`config.mk`:
```
export PLATFORM = sky130hd
export DESIGN_NAME = sram_bus_arbiter
export DESIGN_NICKNAME = d
export VERILOG_FILES = /design/src/rtl/sram_bus_arbiter.sv
export SDC_FILE = /design/constraint.sdc
export NUM_CORES = 1
export LEC_CHECK = 0
export ABC_AREA = 1
export CAP_MARGIN = 20
export CORE_ASPECT_RATIO = 0.7
export CORE_UTILIZATION = 25
export CTS_CLUSTER_SIZE = 10
export DETAILED_ROUTE_END_ITERATION = 10
export GPL_TIMING_DRIVEN = 0
export HOLD_SLACK_MARGIN = 0.02
export PLACE_DENSITY = 0.95
export SYNTH_ARGS = -nofsm -noshare
export SYNTH_HDL_FRONTEND = slang
export SYNTH_SLANG_ARGS = --single-unit
```
`constraint.sdc`:
```
create_clock -name clk -period 4.45 [get_ports clk]
set_input_delay 1.1125 -clock clk [delete_from_list [all_inputs] [get_ports clk]]
set_output_delay 1.1125 -clock clk [all_outputs]
set_load 0.02 [all_outputs]
```
`src/rtl/sram_bus_arbiter.sv`:
```
// Two-master round-robin arbiter in front of the 68000-style SRAM/boot bus.
// Define ARB_TIMEOUT_EN to add the no-ack timeout that raises berr on the granted master.
module sram_bus_arbiter #(
  parameter int TIMEOUT_CYCLES = 255,
  parameter int CNT_W          = 8
) (
  input  logic        clk,
  input  logic        reset_n,
  input  logic [23:0] m0_addr,
  input  logic [15:0] m0_data_write,
  output logic [15:0] m0_data_read,
  input  logic        m0_uds,
  input  logic        m0_lds,
  input  logic        m0_rw,
  output logic        m0_ack,
  output logic        m0_berr,
  input  logic [23:0] m1_addr,
  input  logic [15:0] m1_data_write,
  output logic [15:0] m1_data_read,
  input  logic        m1_uds,
  input  logic        m1_lds,
  input  logic        m1_rw,
  output logic        m1_ack,
  output logic        m1_berr,
  output logic [23:0] s_addr,
  output logic [15:0] s_data_write,
  output logic        s_uds,
  output logic        s_lds,
  output logic        s_rw,
  input  logic [15:0] s_data_read,
  input  logic        s_ack,
  output logic [1:0]  gnt
);

  typedef enum logic [1:0] {
    IDLE    = 2'd0,
    GRANT0  = 2'd1,
    GRANT1  = 2'd2,
    RELEASE = 2'd3
  } state_t;

  state_t r_state;
  state_t w_next;
  logic   r_last;
  logic   w_last_next;
  logic   w_req0;
  logic   w_req1;
  logic   w_granted;
  logic   w_timeout;

  if (2 ** CNT_W <= TIMEOUT_CYCLES) begin : g_cfg_check
    $error("CNT_W too narrow to count TIMEOUT_CYCLES");
  end

  assign w_req0    = m0_uds | m0_lds;
  assign w_req1    = m1_uds | m1_lds;
  assign w_granted = (r_state == GRANT0) || (r_state == GRANT1);

  always_ff @(posedge clk or negedge reset_n) begin
    if (!reset_n) begin
      r_state <= IDLE;
      r_last  <= 1'b1;
    end else begin
      r_state <= w_next;
      r_last  <= w_last_next;
    end
  end

  // Arbitration on the live strobes; a tie goes to the master not granted last.
  always_comb begin
    w_next      = r_state;
    w_last_next = r_last;
    case (r_state)
      IDLE, RELEASE: begin
        if (w_req0 && w_req1) w_next = r_last ? GRANT0 : GRANT1;
        else if (w_req0)      w_next = GRANT0;
        else if (w_req1)      w_next = GRANT1;
        else                  w_next = IDLE;
      end
      GRANT0: begin
        if (!w_req0) begin
          w_next      = RELEASE;
          w_last_next = 1'b0;
        end
      end
      GRANT1: begin
        if (!w_req1) begin
          w_next      = RELEASE;
          w_last_next = 1'b1;
        end
      end
      default: w_next = IDLE;
    endcase
  end

`ifdef ARB_TIMEOUT_EN
  logic [CNT_W-1:0] r_cnt;
  logic             r_acked;

  // Counter stops on the first ack or at the limit, and restarts on every new grant.
  always_ff @(posedge clk or negedge reset_n) begin
    if (!reset_n) begin
      r_cnt   <= '0;
      r_acked <= 1'b0;
    end else if (!w_granted) begin
      r_cnt   <= '0;
      r_acked <= 1'b0;
    end else if (s_ack) begin
      r_acked <= 1'b1;
    end else if (!r_acked && (r_cnt != CNT_W'(TIMEOUT_CYCLES))) begin
      r_cnt <= r_cnt + 1'b1;
    end
  end

  assign w_timeout = w_granted && (r_cnt == CNT_W'(TIMEOUT_CYCLES));
`else
  assign w_timeout = 1'b0;
`endif

  always_comb begin
    gnt          = 2'b00;
    s_addr       = '0;
    s_data_write = '0;
    s_uds        = 1'b0;
    s_lds        = 1'b0;
    s_rw         = 1'b1;
    m0_ack       = 1'b0;
    m1_ack       = 1'b0;
    m0_data_read = '0;
    m1_data_read = '0;
    m0_berr      = 1'b0;
    m1_berr      = 1'b0;
    case (r_state)
      GRANT0: begin
        gnt          = 2'b01;
        s_addr       = m0_addr;
        s_data_write = m0_data_write;
        s_rw         = m0_rw;
        s_uds        = m0_uds & ~w_timeout;
        s_lds        = m0_lds & ~w_timeout;
        m0_ack       = s_ack;
        m0_data_read = s_data_read;
        m0_berr      = w_timeout;
      end
      GRANT1: begin
        gnt          = 2'b10;
        s_addr       = m1_addr;
        s_data_write = m1_data_write;
        s_rw         = m1_rw;
        s_uds        = m1_uds & ~w_timeout;
        s_lds        = m1_lds & ~w_timeout;
        m1_ack       = s_ack;
        m1_data_read = s_data_read;
        m1_berr      = w_timeout;
      end
      default: ;
    endcase
  end

endmodule

```
Word level (Yosys, flattened, before mapping)
Index checks and enable logic that the tools add are counted.

Output and inout port bits: 81. Flip-flop bits (word level): 3. Logic and storage cells: 35.

Muxes and demuxes: 20. Equality and inequality tests: 5. Bitwise logic cells: 2. Reductions and logical operators: 6.

Operators by type and width (number): one-hot mux 24 bit (2 select lines) (1); 2-to-1 mux 16 bit (2); one-hot mux 16 bit (2 select lines) (1); 2-to-1 mux 2 bit (6); one-hot mux 1 bit (2 select lines) (4); one-hot mux 2 bit (3 select lines) (1); == test 2 bit, second input constant (2); 2-to-1 mux 1 bit (4); != test 2 bit, second input constant (2); one-hot mux 2 bit (2 select lines) (1); AND reduction 3 bit (1); == test 2 x 1 -> 1 bit, second input constant (1); zero test 2 bit (1); bitwise OR 1 bit (2); AND reduction 2 bit (1); nonzero test 2 bit (1); OR reduction 2 bit (1); logical AND 1 bit (1).

Longest topological paths before layout
Gate-level depths: netlist of run 1.

Depth in word-level cells: 5. Mapped depth: 10.

Least setup slack after synthesis of run 1
Ideal clock, no wire load.

Path type: input-to-output. Start point: input port m0_uds. End point: output port s_uds. Data required time: 3.338 ns. Data arrival time: 1.532 ns. Buffers on the path: 0. Stages: 2. Path slack: 1.805 ns. Cell sequence: nand2_1 > a21oi_1.

Longest elaborated chain between the ends: 1.

RTL lines: start: declaration (RTL line 12) `input logic m0_uds,`; one-hot mux 1 bit (2 select lines) (RTL line 133) `case (r_state)`; end: declaration (RTL line 27) `output logic s_uds,`.

No other way between the ends.

Final worst setup path of run 1
Ends and elaborated chain as after synthesis.

==> results of run 1 <==
[cells by family (layout without fill, tap and decap cells)]
family,Yosys count,in the layout,synth area share
AND/OR/NAND/NOR,141,141,0.452
flip-flops,3,3,0.0644
buffers and inverters,65,252,0.257
AO/OA/AOI/OAI,43,43,0.182
other,1,2,0.00316
adder cells (fa/ha/maj),4,4,0.0422
[worst reg2reg max path, delay by kind of cell (launching register included)]
family                   cells  cell delay [ps]
flip-flops                   1              410
buffers and inverters        4              340
AND/OR/NAND/NOR              5              360
adder cells (fa/ha/maj)      1              160
[power breakdown]
part	total (W)	switching, W	internal [W]
clock network	0.0000821	0.0000207	0.0000613
logic	0.00174	0.000975	0.000768
registers	0.0000522	0.0000117	0.0000406
total	0.00188	0.00101	0.000870
[cell type report]
| class | instances | area [µm²] | area share |
|---|---|---|---|
| multi-input cells | 190 | 808 | 0.258 |
| inverters | 43 | 161 | 0.0515 |
| plain buffers | 22 | 143 | 0.0455 |
| clock buffers | 4 | 45.0 | 0.0144 |
| flip-flops and latches | 3 | 76.3 | 0.0244 |
| repair buffers | 183 | 1830 | 0.584 |
| well taps | 55 | 68.8 | 0.0220 |
[cells in the mapped netlist]
cell type                 number  area, µm²
sky130_fd_sc_hd__a21oi_1      42        210
sky130_fd_sc_hd__buf_2        15       75.1
sky130_fd_sc_hd__buf_4         4       30.0
sky130_fd_sc_hd__buf_6         2       22.5
sky130_fd_sc_hd__buf_8         1       15.0
sky130_fd_sc_hd__conb_1        1       3.75
sky130_fd_sc_hd__dfrtp_1       2       50.1
sky130_fd_sc_hd__dfstp_2       1       26.3
sky130_fd_sc_hd__ha_1          4       50.1
sky130_fd_sc_hd__inv_1        43        161
sky130_fd_sc_hd__nand2_1     136        510
sky130_fd_sc_hd__nand3_1       3       15.0
sky130_fd_sc_hd__nand4_1       1       6.26
sky130_fd_sc_hd__nor2_1        1       3.75
sky130_fd_sc_hd__o21ai_0       1       5.00
[sequential cells by signal, summed over array words and instances, names as in the netlist]
register,flops
r_state,2
r_last,1
[stage by stage]
step | cell area [µm²] | total power (W) | hold WS [ps] | util
final | 3130 | 0.00188 | 476 | 0.704
after global routing | 3130 | 0.00201 | 485 | 0.704
after CTS | 3130 | 0.00189 | 475 | 0.704
after detailed placement | 3090 | 0.00180 | 470 | 0.694
after global placement | 3090 | 0.00177 | 461 | 0.694
after floorplan | 1190 | 0.00101 | 440 | -
[metal layers]
layer	vias up	routed length, µm
met5	-	0
met4	0	101
met3	8	421
met2	104	3140
met1	940	2220
li1	1138	-
[worst max-delay path by stage]
stage / from / endpoint / slack [ps] / cells past startpoint
floorplan: m0_uds / s_uds / 1810 / 2
global placement: m0_uds / s_uds / 850 / 4
detailed placement: m0_uds / s_uds / 790 / 4
CTS: m0_uds / s_uds / 790 / 4
global route: m0_uds / s_uds / 770 / 4
finish: m0_uds / s_uds / 790 / 4
==> results, run 1 <==
- STA classifies the critical path startpoint as an input pin.
- Summed over all layers, the routed wires come to 5880 µm.
- The setup slack of the worst register-to-register path is 3070 ps.
- The worst register-to-register path begins at r_state[1].
- The slowest cell on the critical path is sky130_fd_sc_hd__clkdlybuf4s50_1.
- The die is 84.3 µm wide.
- The number of placed instances with taps included is 496.
- The required time of the worst setup path is 3340 ps.
- The library cell used most frequently in the layout, excluding fill and tap cells, is sky130_fd_sc_hd__clkdlybuf4s50_1.
- Timing analysis after detailed placement gives a worst setup slack of 793 ps.
- Traced cell by cell, the critical path runs through clkdlybuf4s50_1 > nand2_1 > a21oi_1 > clkdlybuf4s50_1.
- The cell area power density is 599 nW/µm².
- Synthesis handed over a netlist of 257 instances.
- The tool flagged a number of max-cap violations equal to 0.
- The final weighted congestion of routability-driven global placement is 0.801.
- The final reports fail on DRC.
- The endpoint identified for the worst register-to-register timing path is r_state[1].
- The buffer type at the clock tree root is sky130_fd_sc_hd__clkbuf_8.
- In this run the remaining antenna-violating nets after routing total 0.
- Data arrives at the worst endpoint at 2550 ps.
- The post-synthesis to final-layout area growth is 165%.
- The setup path with the least slack is of type in2out.
- The largest clock skew in the final design is 0.745 ps.
- 0 antenna diodes ended up in the layout.
- The number of different library cells used by synthesis comes to 15.
- In this run the tool buffered the top-level ports with 183 buffer cells.
- The buffers inserted during post-CTS setup optimization is 0.
- The largest fanout of any net on the critical path is 3.
- The number of hold buffers added after CTS is 0.
- The number of sinks on the clock net is 3.
- The part of the cycle the worst path needs is 0.823.
- The cell area that synthesis handed to floorplanning was 1180 µm².
- The post-cts resize count is 0.
- In the global route stage, met3 resource usage came out at 0.0446.
- Entering global routing, the biggest net connects 11 pins.
- For this run, the number of standard cells in the final layout without fillers is 500.
- In this run the static leakage power is 1.51 nW.
- The share of layout cells above drive strength 1 is 0.0584.
- In the routed design, unresolved DRC markers number 20.
- The iteration count of the initial detailed-routing pass is 7.
- TritonCTS built the clock tree.
- In this run the vertical extent of the chip is 59.6 µm.
- The top cell types in the final layout, fill and taps aside, are sky130_fd_sc_hd__clkdlybuf4s50_1, sky130_fd_sc_hd__nand2_1, sky130_fd_sc_hd__inv_1.
- Setup violations remaining at the end of the flow were counted as 0.
- The number of CTS-inserted buffers is 3.
- The wire length of the first global-routing pass is 8840 µm.
- After global routing, the most crowded layer is met2.
- Together, buffers and inverters on the worst path number 2.
- The core region is 4450 µm².
- The total of flip-flops plus latches after synthesis is 3.
- The I/O pin total is 186.
- After the first detailed-routing iteration, the DRC count stood at 76.
- For this run, the top clock speed supported by timing is 273 MHz.
- The estimated wirelength of the detail-placed design is 5100 µm.
- The number of vias after detailed routing is 2190.
- The cell count of the worst reg-to-reg path is 10.
- The sum of overflow across all layers after global routing is 0.
- IR analysis of the VDD net gives a maximum drop of 0.411 mV.
- The run finished, with violations left.
- The worst setup path is captured at an output pin.
- Dividing the detail-routed via count by the number of cells gives 4.38.
- The total count of hold-check failures in the final report is 0.
- On the worst path, the slowest cell contributes a delay of 640 ps.
- The number of rows in the core area is 20.
- Of the synthesized area, sequential elements account for 0.0644.
- The count of nets after finishing is 555.
- The clock network latency to the later pin of the worst-skew pair is 220 ps.
- The number of antenna violations at the first check in global routing came to 0.
- The total number of yosys warnings is 0.
- In the post-route analysis, the smallest setup slack over all paths is 787 ps.
- The class of the tightest hold or removal check is reg2reg.
- Setup repair after global routing left no endpoint under its margin.
- In this run the deepest clock path goes through 2 buffers.
- The startpoint identified for the worst hold timing path is r_last.
- The global router's overall resource usage is 0.221.
- The smallest clock period supported by the final layout is computed as 3660 ps.
- The clock input transition at the sequential cells of the worst setup and hold paths is 30 ps.
- The effective utilization at floorplan is 0.266.
- The max-slew violation count is 0.
- The family with the most delay on the worst path is buffers and inverters.
- The worst hold path passes through 2 cells.
- The sum of negative setup slack is 0 ps.
- Among the stages of the critical path, the cell type that occurs most often is sky130_fd_sc_hd__clkdlybuf4s50_1.
- Each instance of the synthesized netlist takes up on average 4.61 µm².
- In the global route stage, met1 resource usage came out at 0.222.
- The via count of the first global-routing pass is 2062.
- The path with the worst hold slack has its endpoint at r_last.
- The global routing met2 resource utilization is 0.466.
- The number of inserted filler cells in the final layout is 374.
- The number of H-tree levels is 1.
- Dividing the detail-routed wire length by the instance count gives 11.8 µm.
- The floorplan die area is 5020 µm².
Note: power is estimated with default switching activity, not from simulation.
==> inputs of run 2 (changes only) <==
CORE_UTILIZATION = 23   (was 25)
PLACE_DENSITY = 0.89   (was 0.95)
clock period = 3.6 ns   (was 4.45 ns; I/O delays follow)
==> run 2 against run 1 <==
  * The run now ends clean
  * Wire length down 2.5%
  * Count of clock-buffer cells in the layout unchanged
  * Sequential power up 20%
  * Sequential share of layout area about the same
  * Clock skew up 5.3 ps
  * Clock power up 27%
  * Final cell count up 2.8%
  * Register-to-register slack worse by 830 ps
  * Critical endpoint unchanged
  * Largest cell class unchanged
  * Largest power group unchanged
==> results, run 2 (synthesis results as in run 1) <==
- The number of hold buffers added after CTS is 0 (unchanged).
- The class of the tightest hold or removal check is reg2reg (unchanged).
- The wire length of the first global-routing pass was 7980 µm (was 8840 µm).
- Status: finished, final reports clean (was finished, violations left).
- The total count of hold-check failures in the final report is 0 (unchanged).
- The worst ir drop on vdd came to 0.445 mV (was 0.411 mV).
- The number of inserted filler cells in the final layout was 425 (was 374).
- The static leakage is 1.51 nW (unchanged).
- Most used cells in the layout excluding fill and tap cells: sky130_fd_sc_hd__clkdlybuf4s50_1, sky130_fd_sc_hd__nand2_1, sky130_fd_sc_hd__inv_1 (unchanged).
- The floorplan die area was 5450 µm² (was 5020 µm²).
- The ratio of routed vias to standard cells is 4.30 (was 4.38).
- The most prevalent standard cell on the critical path is sky130_fd_sc_hd__clkdlybuf4s50_1 (unchanged).
- For the finished layout, the period the worst path requires is 3170 ps.
- The count of nets after finishing is 555 (unchanged).
- The clock tree from TritonCTS is done (unchanged).
- The share of layout cells above drive strength 1 is 0.0584 (unchanged).
- The number of placed instances with taps included came to 510 (was 496).
- The buffers inserted during post-CTS setup optimization is 0 (unchanged).
- The required time of the worst setup path came to 2700 ps (was 3340 ps).
- The violation count after the first detailed-route iteration is 39 (was 76).
- The number of max-cap violations is 0 (unchanged).
- The sum of overflow across all layers after global routing is 0 (unchanged).
- The largest fanout of any net on the critical path is 3 (unchanged).
- The number of H-tree levels is 1 (unchanged).
- The number of buffers and inverters on the critical path is 2 (unchanged).
- The critical setup path kind was in2out (unchanged).
- The effective utilization at floorplan is 0.244 (was 0.266).
- The number of failing setup endpoints in the final timing report is 0 (unchanged).
- The final weighted congestion of routability-driven global placement is 0.824 (was 0.801).
- The estimated wirelength of the detail-placed design is 4890 µm (was 5100 µm).
- The clock input transition at the sequential cells of the worst setup and hold paths was 30 ps (about the same).
- The I/O pin total is 186 (unchanged).
- The slowest cell on the critical path is sky130_fd_sc_hd__clkdlybuf4s50_1 (unchanged).
- The max-slew violation count is 0 (unchanged).
- The post-synthesis to final-layout area growth came to 166% (was 165%).
- The number of rows in the core area came to 21 (was 20).
- The kind of start point of the critical path was an input pin (unchanged).
- Crit-path cells: clkdlybuf4s50_1 > nand2_1 > a21oi_1 > clkdlybuf4s50_1 (unchanged).
- The final antenna-violating net count is 0 (unchanged).
- The buffer type at the clock tree root is sky130_fd_sc_hd__clkbuf_8 (unchanged).
- The iteration count of the initial detailed-routing pass is 4 (was 7).
- The aggregate routed wire length was 5730 µm (was 5880 µm).
- The flip-flop count of the largest register, all copies and words added is 2 (unchanged).
- The timing-limited maximum frequency is 315 MHz.
- The number of antenna cells inserted is 0 (unchanged).
- The clock network latency to the later pin of the worst-skew pair came to 230 ps (was 220 ps).
- The pre-CTS setup slack is 423 ps (was 793 ps).
- The count of input and output buffers was 183 (unchanged).
- The sum of negative setup slack is 0 ps (unchanged).
- The most common cell after layout, fill and taps aside was sky130_fd_sc_hd__clkdlybuf4s50_1 (unchanged).
- Setup repair after global routing missed its margin: false (unchanged).
- The global router's overall resource usage is 0.186 (was 0.221).
- The data arrival time of the critical path is 2270 ps (was 2550 ps).
- The cell area power density is 735 nW/µm² (was 599 nW/µm²).
- The y dimension of the die is 62.1 µm (was 59.6 µm).
- The pin count of the biggest net entering global routing is 11 (unchanged).
- The final hold slack is 459 ps (was 476 ps).
- Biggest regs: r_state (2), r_last (1) (unchanged).
- The largest clock skew in the final design is 6.00 ps (was 0.745 ps).
- The number of CTS-inserted buffers is 3 (unchanged).
- The family with the most delay on the worst path is buffers and inverters (unchanged).
- In the finished design, the share of the clock period the worst path needs comes to 0.880.
- The number of sinks on the clock net is 3 (unchanged).
- The number of antenna violations at the first check in global routing was 0 (unchanged).
- The width of the chip came to 87.8 µm (was 84.3 µm).
- The number of vias after detailed routing is 2208 (was 2190).
- The setup slack of the worst register-to-register path is 2240 ps (was 3070 ps).
- The type of destination of the critical path is an output pin (unchanged).
- The register with the most flip-flops is r_state (unchanged).
- The stage delay of the slowest cell on the critical path came to 630 ps (was 640 ps).
- The number of standard cells in the final layout excluding fillers is 514 (was 500).
- The worst path setup slack after routing is 430 ps (was 787 ps).
- The via count of the first global-routing pass is 1848 (was 2062).
- The post-cts resize count is 0 (unchanged).
- The area of the core was 4860 µm² (was 4450 µm²).
- The post-detailed-route wirelength per cell was 11.1 µm (was 11.8 µm).
- The maximum buffer depth of the clock tree is 2 (unchanged).
- The total DRC errors in the routed layout is 0 (was 20).
[run 2: cell counts in the layout (fill, tap and decap cells not counted)]
No cell type changed its count.
[run 2: worst min-delay path: stages, from the launching register on]
cell	delay, ps
sky130_fd_sc_hd__dfstp_2	350
sky130_fd_sc_hd__nand2_1	50
sky130_fd_sc_hd__nand2_1	40
[run 2: final timing paths]
path                             from    endpoint  depth (start not counted)
max in group asynchronous     reset_n      r_last                          1
min                            r_last      r_last                          2
min in group asynchronous     reset_n  r_state[0]                          1
max                            m0_uds       s_uds                          4
min reg2reg                    r_last      r_last                          2
max reg2reg                r_state[0]      r_last                          6
[run 2: per-stage QoR]
step / power, W / util / cell area (µm²)
after floorplan: 0.00125 / - / 1190
after global placement: 0.00220 / 0.639 / 3110
after detailed placement: 0.00222 / 0.639 / 3110
after CTS: 0.00233 / 0.648 / 3150
after global routing: 0.00251 / 0.648 / 3150
final: 0.00232 / 0.648 / 3150
[run 2: power by group]
part	leakage [nW]	internal, W	switching (W)
Combinational	1.45	0.000950	0.00120
Clock	0.0228	0.0000760	0.0000282
Sequential	0.0329	0.0000501	0.0000125
Total	1.51	0.00108	0.00124
[run 2: cell type report]
class                   instances  area, µm²  area share
repair buffers                183       1830       0.581
multi-input cells             190        808       0.256
inverters                      43        161      0.0512
plain buffers                  22        143      0.0453
well taps                      69       86.3      0.0274
flip-flops and latches          3       76.3      0.0242
clock buffers                   4       45.0      0.0143
[run 2: layer usage]
metal  GRT usage  wire length [µm]  part of all wire
met1       0.212              2260              0.39
met2       0.361              2940              0.51
met3      0.0357               458             0.080
met4      0.0515                68             0.012
met5           0                 0                 0
